File: src/rtl/up_counter_mod_pkg.sv
// Shared types for the modulo-N up counter.
package up_counter_mod_pkg;

   // Action taken on a rising edge, already resolved by priority.
   typedef enum logic [1:0] {
      ACT_HOLD  = 2'd0,
      ACT_COUNT = 2'd1,
      ACT_LOAD  = 2'd2,
      ACT_CLEAR = 2'd3
   } act_e;

endpackage

File: src/rtl/up_counter_mod_count_cell.sv
// One counter bit: toggle flop with synchronous clear/load, async active-low reset.
module count_cell (
   input  logic clk,
   input  logic rst,
   input  logic clr,
   input  logic load,
   input  logic d,
   input  logic t,
   output logic q
);

   // Bit register; clear beats load beats toggle.
   always_ff @(posedge clk or negedge rst) begin
      if (!rst) begin
         q <= 1'b0;
      end else if (clr) begin
         q <= 1'b0;
      end else if (load) begin
         q <= d;
      end else if (t) begin
         q <= ~q;
      end
   end

endmodule

File: src/rtl/up_counter_mod.sv
// Modulo-N up counter with enable, load, clear, terminal count and wrap/overflow flags.
module up_counter_mod
   import up_counter_mod_pkg::*;
#(
   parameter int unsigned WIDTH   = 4,
   parameter int unsigned MODULUS = 16
) (
   input  logic             clk,
   input  logic             rst,
   input  logic             en,
   input  logic             load,
   input  logic [WIDTH-1:0] load_val,
   input  logic             clr,
   output logic [WIDTH-1:0] out,
   output logic             tc,
   output logic             wrap,
   output logic             ovf,
   output logic             load_err
);

   localparam logic [WIDTH-1:0] TERM = WIDTH'(MODULUS - 1);

   act_e             act;
   logic             at_term;
   logic             load_ok;
   logic             wrap_set;
   logic             cell_clr;
   logic             cell_load;
   logic [WIDTH-1:0] carry;

   assign at_term = (out == TERM);
   assign load_ok = (32'(load_val) < MODULUS);

   // Resolve the edge action by priority clr > load > en > hold.
   always_comb begin
      act = ACT_HOLD;
      if (clr) begin
         act = ACT_CLEAR;
      end else if (load) begin
         act = ACT_LOAD;
      end else if (en) begin
         act = ACT_COUNT;
      end
   end

   // Cell controls: an out-of-range load and the terminal-count step both clear to zero.
   always_comb begin
      wrap_set  = (act == ACT_COUNT) && at_term;
      cell_load = (act == ACT_LOAD) && load_ok;
      cell_clr  = (act == ACT_CLEAR) || ((act == ACT_LOAD) && !load_ok) || wrap_set;
   end

   // Ripple of "all lower bits are one" used as the per-bit toggle condition.
   always_comb begin
      carry[0] = 1'b1;
      for (int i = 1; i < WIDTH; i++) begin
         carry[i] = carry[i-1] & out[i-1];
      end
   end

   for (genvar g = 0; g < WIDTH; g++) begin : g_cell
      count_cell u_cell (
         .clk  (clk),
         .rst  (rst),
         .clr  (cell_clr),
         .load (cell_load),
         .d    (load_val[g]),
         .t    ((act == ACT_COUNT) && !at_term && carry[g]),
         .q    (out[g])
      );
   end

   // Carry-out for cascading; deliberately ignores load and clr.
   assign tc = en && at_term;

   // Status flags: wrap and load_err are single-cycle pulses, ovf is sticky.
   always_ff @(posedge clk or negedge rst) begin
      if (!rst) begin
         wrap     <= 1'b0;
         ovf      <= 1'b0;
         load_err <= 1'b0;
      end else begin
         wrap     <= wrap_set;
         load_err <= (act == ACT_LOAD) && !load_ok;
         if (act == ACT_CLEAR) begin
            ovf <= 1'b0;
         end else if (wrap_set) begin
            ovf <= 1'b1;
         end
      end
   end

endmodule
File: config.mk
export PLATFORM = sky130hd
export DESIGN_NAME = up_counter_mod
export DESIGN_NICKNAME = d
export VERILOG_FILES = /design/src/rtl/up_counter_mod_pkg.sv /design/src/rtl/up_counter_mod_count_cell.sv /design/src/rtl/up_counter_mod.sv
export SDC_FILE = /design/constraint.sdc
export NUM_CORES = 1
export LEC_CHECK = 0
export ABC_AREA = 0
export CAP_MARGIN = 5
export CORE_AREA = 2 2 39 41
export CTS_BUF_LIST = sky130_fd_sc_hd__clkbuf_16
export CTS_CLUSTER_SIZE = 28
export DETAILED_ROUTE_END_ITERATION = 8
export DIE_AREA = 0 0 41 43
export HOLD_SLACK_MARGIN = 0.08
export MAX_ROUTING_LAYER = met4
export PLACE_DENSITY = 0.55
export RECOVER_POWER = 25
export SETUP_SLACK_MARGIN = 0.4
export SYNTH_ARGS = -nofsm -noshare
export SYNTH_HDL_FRONTEND = slang
export SYNTH_SLANG_ARGS = --single-unit
export TNS_END_PERCENT = 30
File: constraint.sdc
create_clock -name clk -period 1.2 [get_ports clk]
set_input_delay 0.24 -clock clk [delete_from_list [all_inputs] [get_ports clk]]
set_output_delay 0.24 -clock clk [all_outputs]
set_load 0.005 [all_outputs]
==> results of run 1 <==
[cells by family (layout without fill, tap and decap cells)]
group           after synthesis  in the layout  synth area share [%]
simple gates                 10             10                  15.9
compound gates                7              7                  20.0
buf+inv                       7             33                  13.3
xor+xnor                      2              2                  5.19
flops                         6              6                  44.4
other cells                   1              1                  1.11
[metrics by stage]
| step | power [W] | TNS, ps | instances | hold WS [ps] | worst slack (ps) |
|---|---|---|---|---|---|
| 2_1_floorplan | 0.000273 | 0 | 33 | -55.6 | 78.7 |
| 3_3_place_gp | 0.000346 | -1660 | 70 | 482 | -603 |
| 3_5_place_dp | 0.000347 | -1740 | 70 | 494 | -611 |
| 4_1_cts | 0.000906 | -121 | 75 | 276 | -95.4 |
| 5_1_grt | 0.000939 | -229 | 75 | 364 | -130 |
| 6_report | 0.000901 | -118 | 75 | 335 | -100 |
[worst max-delay path, delay by kind of cell, from the launching register on]
kind / cells / cell delay (ps)
buffers and inverters: 1 / 80
DFF: 1 / 380
and+or+nand+nor: 2 / 370
[area by class of cell]
class	count	area, µm²	area share (%)
sequential	6	150	23.3
inverter	2	7.51	1.17
timing repair buffer	28	244	37.9
tap	16	20.0	3.11
multi-input combinational	20	146	22.8
clock buffer	3	75.1	11.7
[power breakdown]
group          switching [W]  internal [W]  total, W  leakage [nW]
Combinational      0.0000516     0.0000814  0.000133         0.214
Clock               0.000118      0.000428  0.000546        0.0370
Sequential        0.00000798      0.000214  0.000221        0.0798
[state kept, by name (all words and copies together), names as in the netlist]
name and flops:
g_cell.u_cell.q 4, ovf 1, wrap 1
[cell usage in the layout (no fill, tap or decap), drive strengths merged, types with 2 or more instances in the layout]
cell type and instances:
a31oi 2, buf 19, clkbuf 3, clkdlybuf4s50 5
dfrtp 6, inv 2, nand2 3, nor2 3
xor2 2
[routing by layer]
metal	wire length, µm	GRT usage (%)
met3	89	4.71
met4	0	6.00
met2	470	19.1
met1	362	12.3
met5	0	-
[final timing paths]
kind,startpoint,end,cells past startpoint
worst max-delay path,g_cell[2].u_cell.q,tc,3
worst min-delay path,rst,g_cell[2].u_cell.q,1
worst max register to register,g_cell[0].u_cell.q,g_cell[3].u_cell.q,4
worst min register to register,ovf,ovf,2
max in group asynchronous,rst,g_cell[1].u_cell.q,1
min in group clk,load,g_cell[3].u_cell.q,3
[what timing repair did]
action	CTS	global route
hold buffers	0	0
gates resized for setup	33	3
endpoints found under the setup margin	13	13
gates cloned	0	0
pin swaps	5	9
buffers inserted	2	0
endpoints found under the hold margin	0	0
==> out/results.ini, run 1 <==
[run_status]
outcome = complete, but fails checks
failed_checks = negative setup slack

[worst_hold_path]
hold_path_class = input port to async pin

[detailed_routing]
wire_per_inst_um = 12.3
drt_pass1_iterations = 4
via_per_inst = 4.23
ant_nets = 0
routed_wl_um = 922
drt_iter0_markers = 4
vias = 317
route.detailed.drc = 0

[synth]
ys_seq_area_share_pct = 44.4
avgSynthCellArea_um2 = 10.2
netlist_instances = 33
ys_types = 17
syn_area_um2 = 338
synth_area_leaders = dfrtp_1 (44%), buf_4 (11%), a2111oi_4 (8.1%), xor2_1 (5.2%), a31oi_1 (3.7%)
synth_top_area_share_pct = 44.4
syn_nets = 42
async_flop_share_pct = 100
synth.most_common_cell = dfrtp_1
yosys_warnings = 0
synthTopCellsByCount = dfrtp_1 (6), buf_4 (5), nand2_1 (3), nor2_1 (3)
ys_ff_latch = 6
synth_top_cell_by_area = dfrtp_1
ys.flop_type = dfrtp_1
synth-edff-count = 0

[clock_tree]
cts_buffers = 3
cts.sinks = 6
clock_latency_ps = 230
clk_pin_slew_ps = 40
htreeDepth = 1
clockBufferDepth = 2
cts_tree = yes
cts_root_buffer = clkbuf_16

[die]
rows = 14
chipWidth_um = 41
die_y_um = 43
ios = 17
dieArea_um2 = 1760
core_area_um2 = 1380
initial_core_util_pct = 24.4

[critical_path]
crit_path_end_kind = output pin
r2r_slack_ps = -20
path_class = flop to output pin
critPathSlowestCell = dfrtp_1
cp-start-kind = flop
path_cells = and4_4, and2_4, buf_6
cp_max_fo = 3
slowest_delay_ps = 380
required_ps = 960
crit_arrival_ps = 1060

[grt]
grt_pass1_wl_um = 1310
grt_antenna_before_repair = 0
overflow = 0
grt_pass1_vias = 312
grt_max_degree = 7
grtUsageTotal_pct = 12.1

[place]
placed_area_um2 = 553
place.gp.congestion = 0.634
port_buffers = 15
place_hpwl_um = 642

[timing]
period_needed_ps = 1300
slew_violations = 0
finalHoldViolations = 0
setup_violations = 2
period_share_pct = 108
rsz0062_at_grt = true
fin_ws_ps = -100
finalClockSkew_ps = 2.90
fmax_mhz = 769

[power]
peakVddDrop_mv = 0.569
powerDensity_nw_per_um2 = 1400
p_leak_nw = 0.331

[final_layout]
drive_above_1_share_pct = 47.5
syn2layout_area_growth_pct = 90.4
diodes = 0
final_util_pct = 46.5
num-fill-cells = 141
post-route-cell-area_um2 = 643
fin_nets = 70

[job]
max_cap_violations = 0

(Power assumes the default switching activity.)
==> run 2, diff against run 1 <==
- ABC_AREA: 0 -> default
==> results of run 2 <==
Final layout, timing and power as in run 1 (identical DEF).
==> run 3, diff against run 2 <==
- CORE_AREA: 2 2 39 41 -> 4 4 41 43
- DIE_AREA: 0 0 41 43 -> 0 0 45 47
- GPL_TIMING_DRIVEN: default -> 1
==> run 3 against run 2 <==
The run still ends with negative setup slack left. Clock power fell by 3%. Register-to-register slack barely moved. Power fell by 2.0%. Fmax rose by 0.94%. First-iteration DRC count fell by 100%. Largest cell class unchanged. Setup slack improved by 12 ps. Combinational power barely moved. Sequential cell count did not move. Sequential power barely moved. Routed wire length fell by 5.0%. Non-clock buffer count did not move. Worst hold slack barely moved.
==> out/results.ini, run 3 (synthesis gave the netlist of run 1 again) <==
[final_layout]
most-common-layout-cells = buf_4 (10), dfrtp_1 (6), clkdlybuf4s50_1 (6), buf_6 (5), buf_2 (4)
diodes = 0  ; unchanged
largest_reg_flops = 4  ; unchanged
final_util_pct = 49.5  ; +3.0 points
fin_nets = 70  ; unchanged
drive_above_1_share_pct = 47.5  ; unchanged
final_common_cell = buf_4
reg_top3 = g_cell.u_cell.q: 4 flops, ovf: 1 flops, wrap: 1 flops
regMostFlops = g_cell.u_cell.q
syn2layout_area_growth_pct = 90.7
post-route-cell-area_um2 = 644  ; +0.19%

[timing]
finalClockSkew_ps = 0.622  ; -2.27 ps
setup_violations = 3  ; +1
finalHoldViolations = 0  ; unchanged
worst_hold_slack_ps = 335  ; +0.423 ps
slew_violations = 0  ; unchanged
finalSetupTns_ps = -120  ; -1.68 ps
fmax_mhz = 776  ; +0.94%
period_needed_ps = 1290  ; -12.1 ps
period_share_pct = 107  ; -1.0 points
rsz0062_at_grt = true
fin_ws_ps = -87.9  ; +12.1 ps

[clock_tree]
cts_hold_buffers = 0  ; unchanged
clock_latency_ps = 220  ; about the same
cts_buffers = 3  ; unchanged
cts_tree = yes
clockBufferDepth = 2  ; unchanged
htreeDepth = 1  ; unchanged
cts.sinks = 6  ; unchanged
clk_pin_slew_ps = 30  ; about the same
cts_root_buffer = clkbuf_16

[power]
powerDensity_nw_per_um2 = 1370  ; -2.2%
p_seq_share_pct = 24.9  ; +0.3 points
p_clk_share_pct = 59.8  ; -0.8 points
combPwrFrac_pct = 15.3  ; +0.5 points
switching_share_pct = 18.1  ; -1.6 points
peakVddDrop_mv = 1.04  ; +83%
p_switching_w = 0.000160  ; -10%
p_int_w = 0.000723  ; about the same
p_leak_nw = 0.326  ; -1.7%

[critical_path]
crit_path_end_kind = output pin
path_class = flop to output pin
path_cells = and4_4, and2_4, buf_6
required_ps = 960  ; about the same
r2r-end = g_cell[3].u_cell.q
critPathSlowestCell = dfrtp_1
crit_arrival_ps = 1050  ; about the same
cp_max_fo = 2  ; -1
slowest_delay_ps = 380  ; about the same
r2r_slack_ps = -20  ; about the same
worst_r2r_path_depth = 4  ; unchanged
cp-start-kind = flop
r2r-start = g_cell[1].u_cell.q

[place]
port_buffers = 15  ; unchanged
place.gp.congestion = 0.729  ; +15%
placed_area_um2 = 544  ; -1.6%
pre_cts_ws_ps = -660  ; -48.7 ps
place_hpwl_um = 645  ; +0.37%

[detailed_routing]
ant_nets = 0  ; unchanged
vias = 329  ; +3.8%
route.detailed.drc = 0  ; unchanged
wire_per_inst_um = 11.8  ; -3.7%
via_per_inst = 4.45  ; +5.2%
routed_wl_um = 876  ; -5.0%
drt_iter0_markers = 0  ; -4
drt_pass1_iterations = 1  ; -3

[run_status]
outcome = complete, but fails checks
failed_checks = negative setup slack

[grt]
grt_antenna_before_repair = 0  ; unchanged
grt_max_degree = 9  ; +2
grtUsageTotal_pct = 9.52  ; -2.6 points
grt_pass1_vias = 335  ; +7.4%
grt_pass1_wl_um = 1330  ; +1.5%
overflow = 0  ; unchanged

[die]
initial_core_util_pct = 26.0  ; +1.5 points
chipWidth_um = 45  ; +9.8%
rows = 13  ; -1
dieArea_um2 = 2120  ; +20%
core_area_um2 = 1300  ; -6.0%
ios = 17  ; unchanged
die_y_um = 47  ; +9.3%

[worst_hold_path]
hold_path_class = input port to async pin

[job]
max_cap_violations = 0  ; unchanged

-- run 3: area by class of cell --
type	count	area [µm²]
Tap cell	15	18.8
Fill cell	139	657
Multi-Input combinational cell	20	151
Clock buffer	3	75.1
Timing Repair Buffer	28	241
Inverter	2	7.51
Sequential cell	6	150
-- run 3: power groups by stage --
stage / clock network, W / registers (W) / logic [W]
floorplan: 0 / 0.000225 / 0.0000486
global placement: 0 / 0.000222 / 0.000125
detailed placement: 0 / 0.000221 / 0.000125
CTS: 0.000539 / 0.000220 / 0.000131
global route: 0.000551 / 0.000221 / 0.000145
finish: 0.000528 / 0.000220 / 0.000135
-- run 3: how the worst max path moves through the flow --
stage                                  start                 end  slack, ps  cells past startpoint
final                     g_cell[1].u_cell.q                  tc        -90                      3
after global routing      g_cell[1].u_cell.q                  tc       -110                      3
after CTS                 g_cell[1].u_cell.q                  tc        -80                      3
after detailed placement                  en                  tc       -660                      4
after global placement                    en                  tc       -640                      4
after floorplan           g_cell[1].u_cell.q  g_cell[3].u_cell.q         80                      3
-- run 3: repair_timing --
action / CTS / global route
endpoints found under the setup margin: 13 / 13
buffers inserted: 2 / 1
pin swaps: 6 / 3
gates resized for setup: 32 / 3
gates cloned: 0 / 0
-- run 3: metal layers --
| metal | routed length, µm | GRT usage (%) | vias up | share of wire, % |
|---|---|---|---|---|
| met5 | 0 | - | - | 0 |
| li1 | - | - | 160 | - |
| met2 | 456 | 15.8 | 13 | 52 |
| met3 | 70 | 4.60 | 0 | 8.0 |
| met1 | 349 | 9.01 | 156 | 40 |
| met4 | 0 | 5.26 | 0 | 0 |
-- run 3: critical path, delay by kind of cell, from the launching register on --
kind / cells / cell delay (ps)
simple gates: 2 / 340
buf+inv: 1 / 110
flops: 1 / 380
-- run 3: per-stage QoR --
step	std cells	power, W
detailed placement	68	0.000346
finish	74	0.000883
global route	74	0.000917
CTS	73	0.000890
global placement	68	0.000347
floorplan	33	0.000273
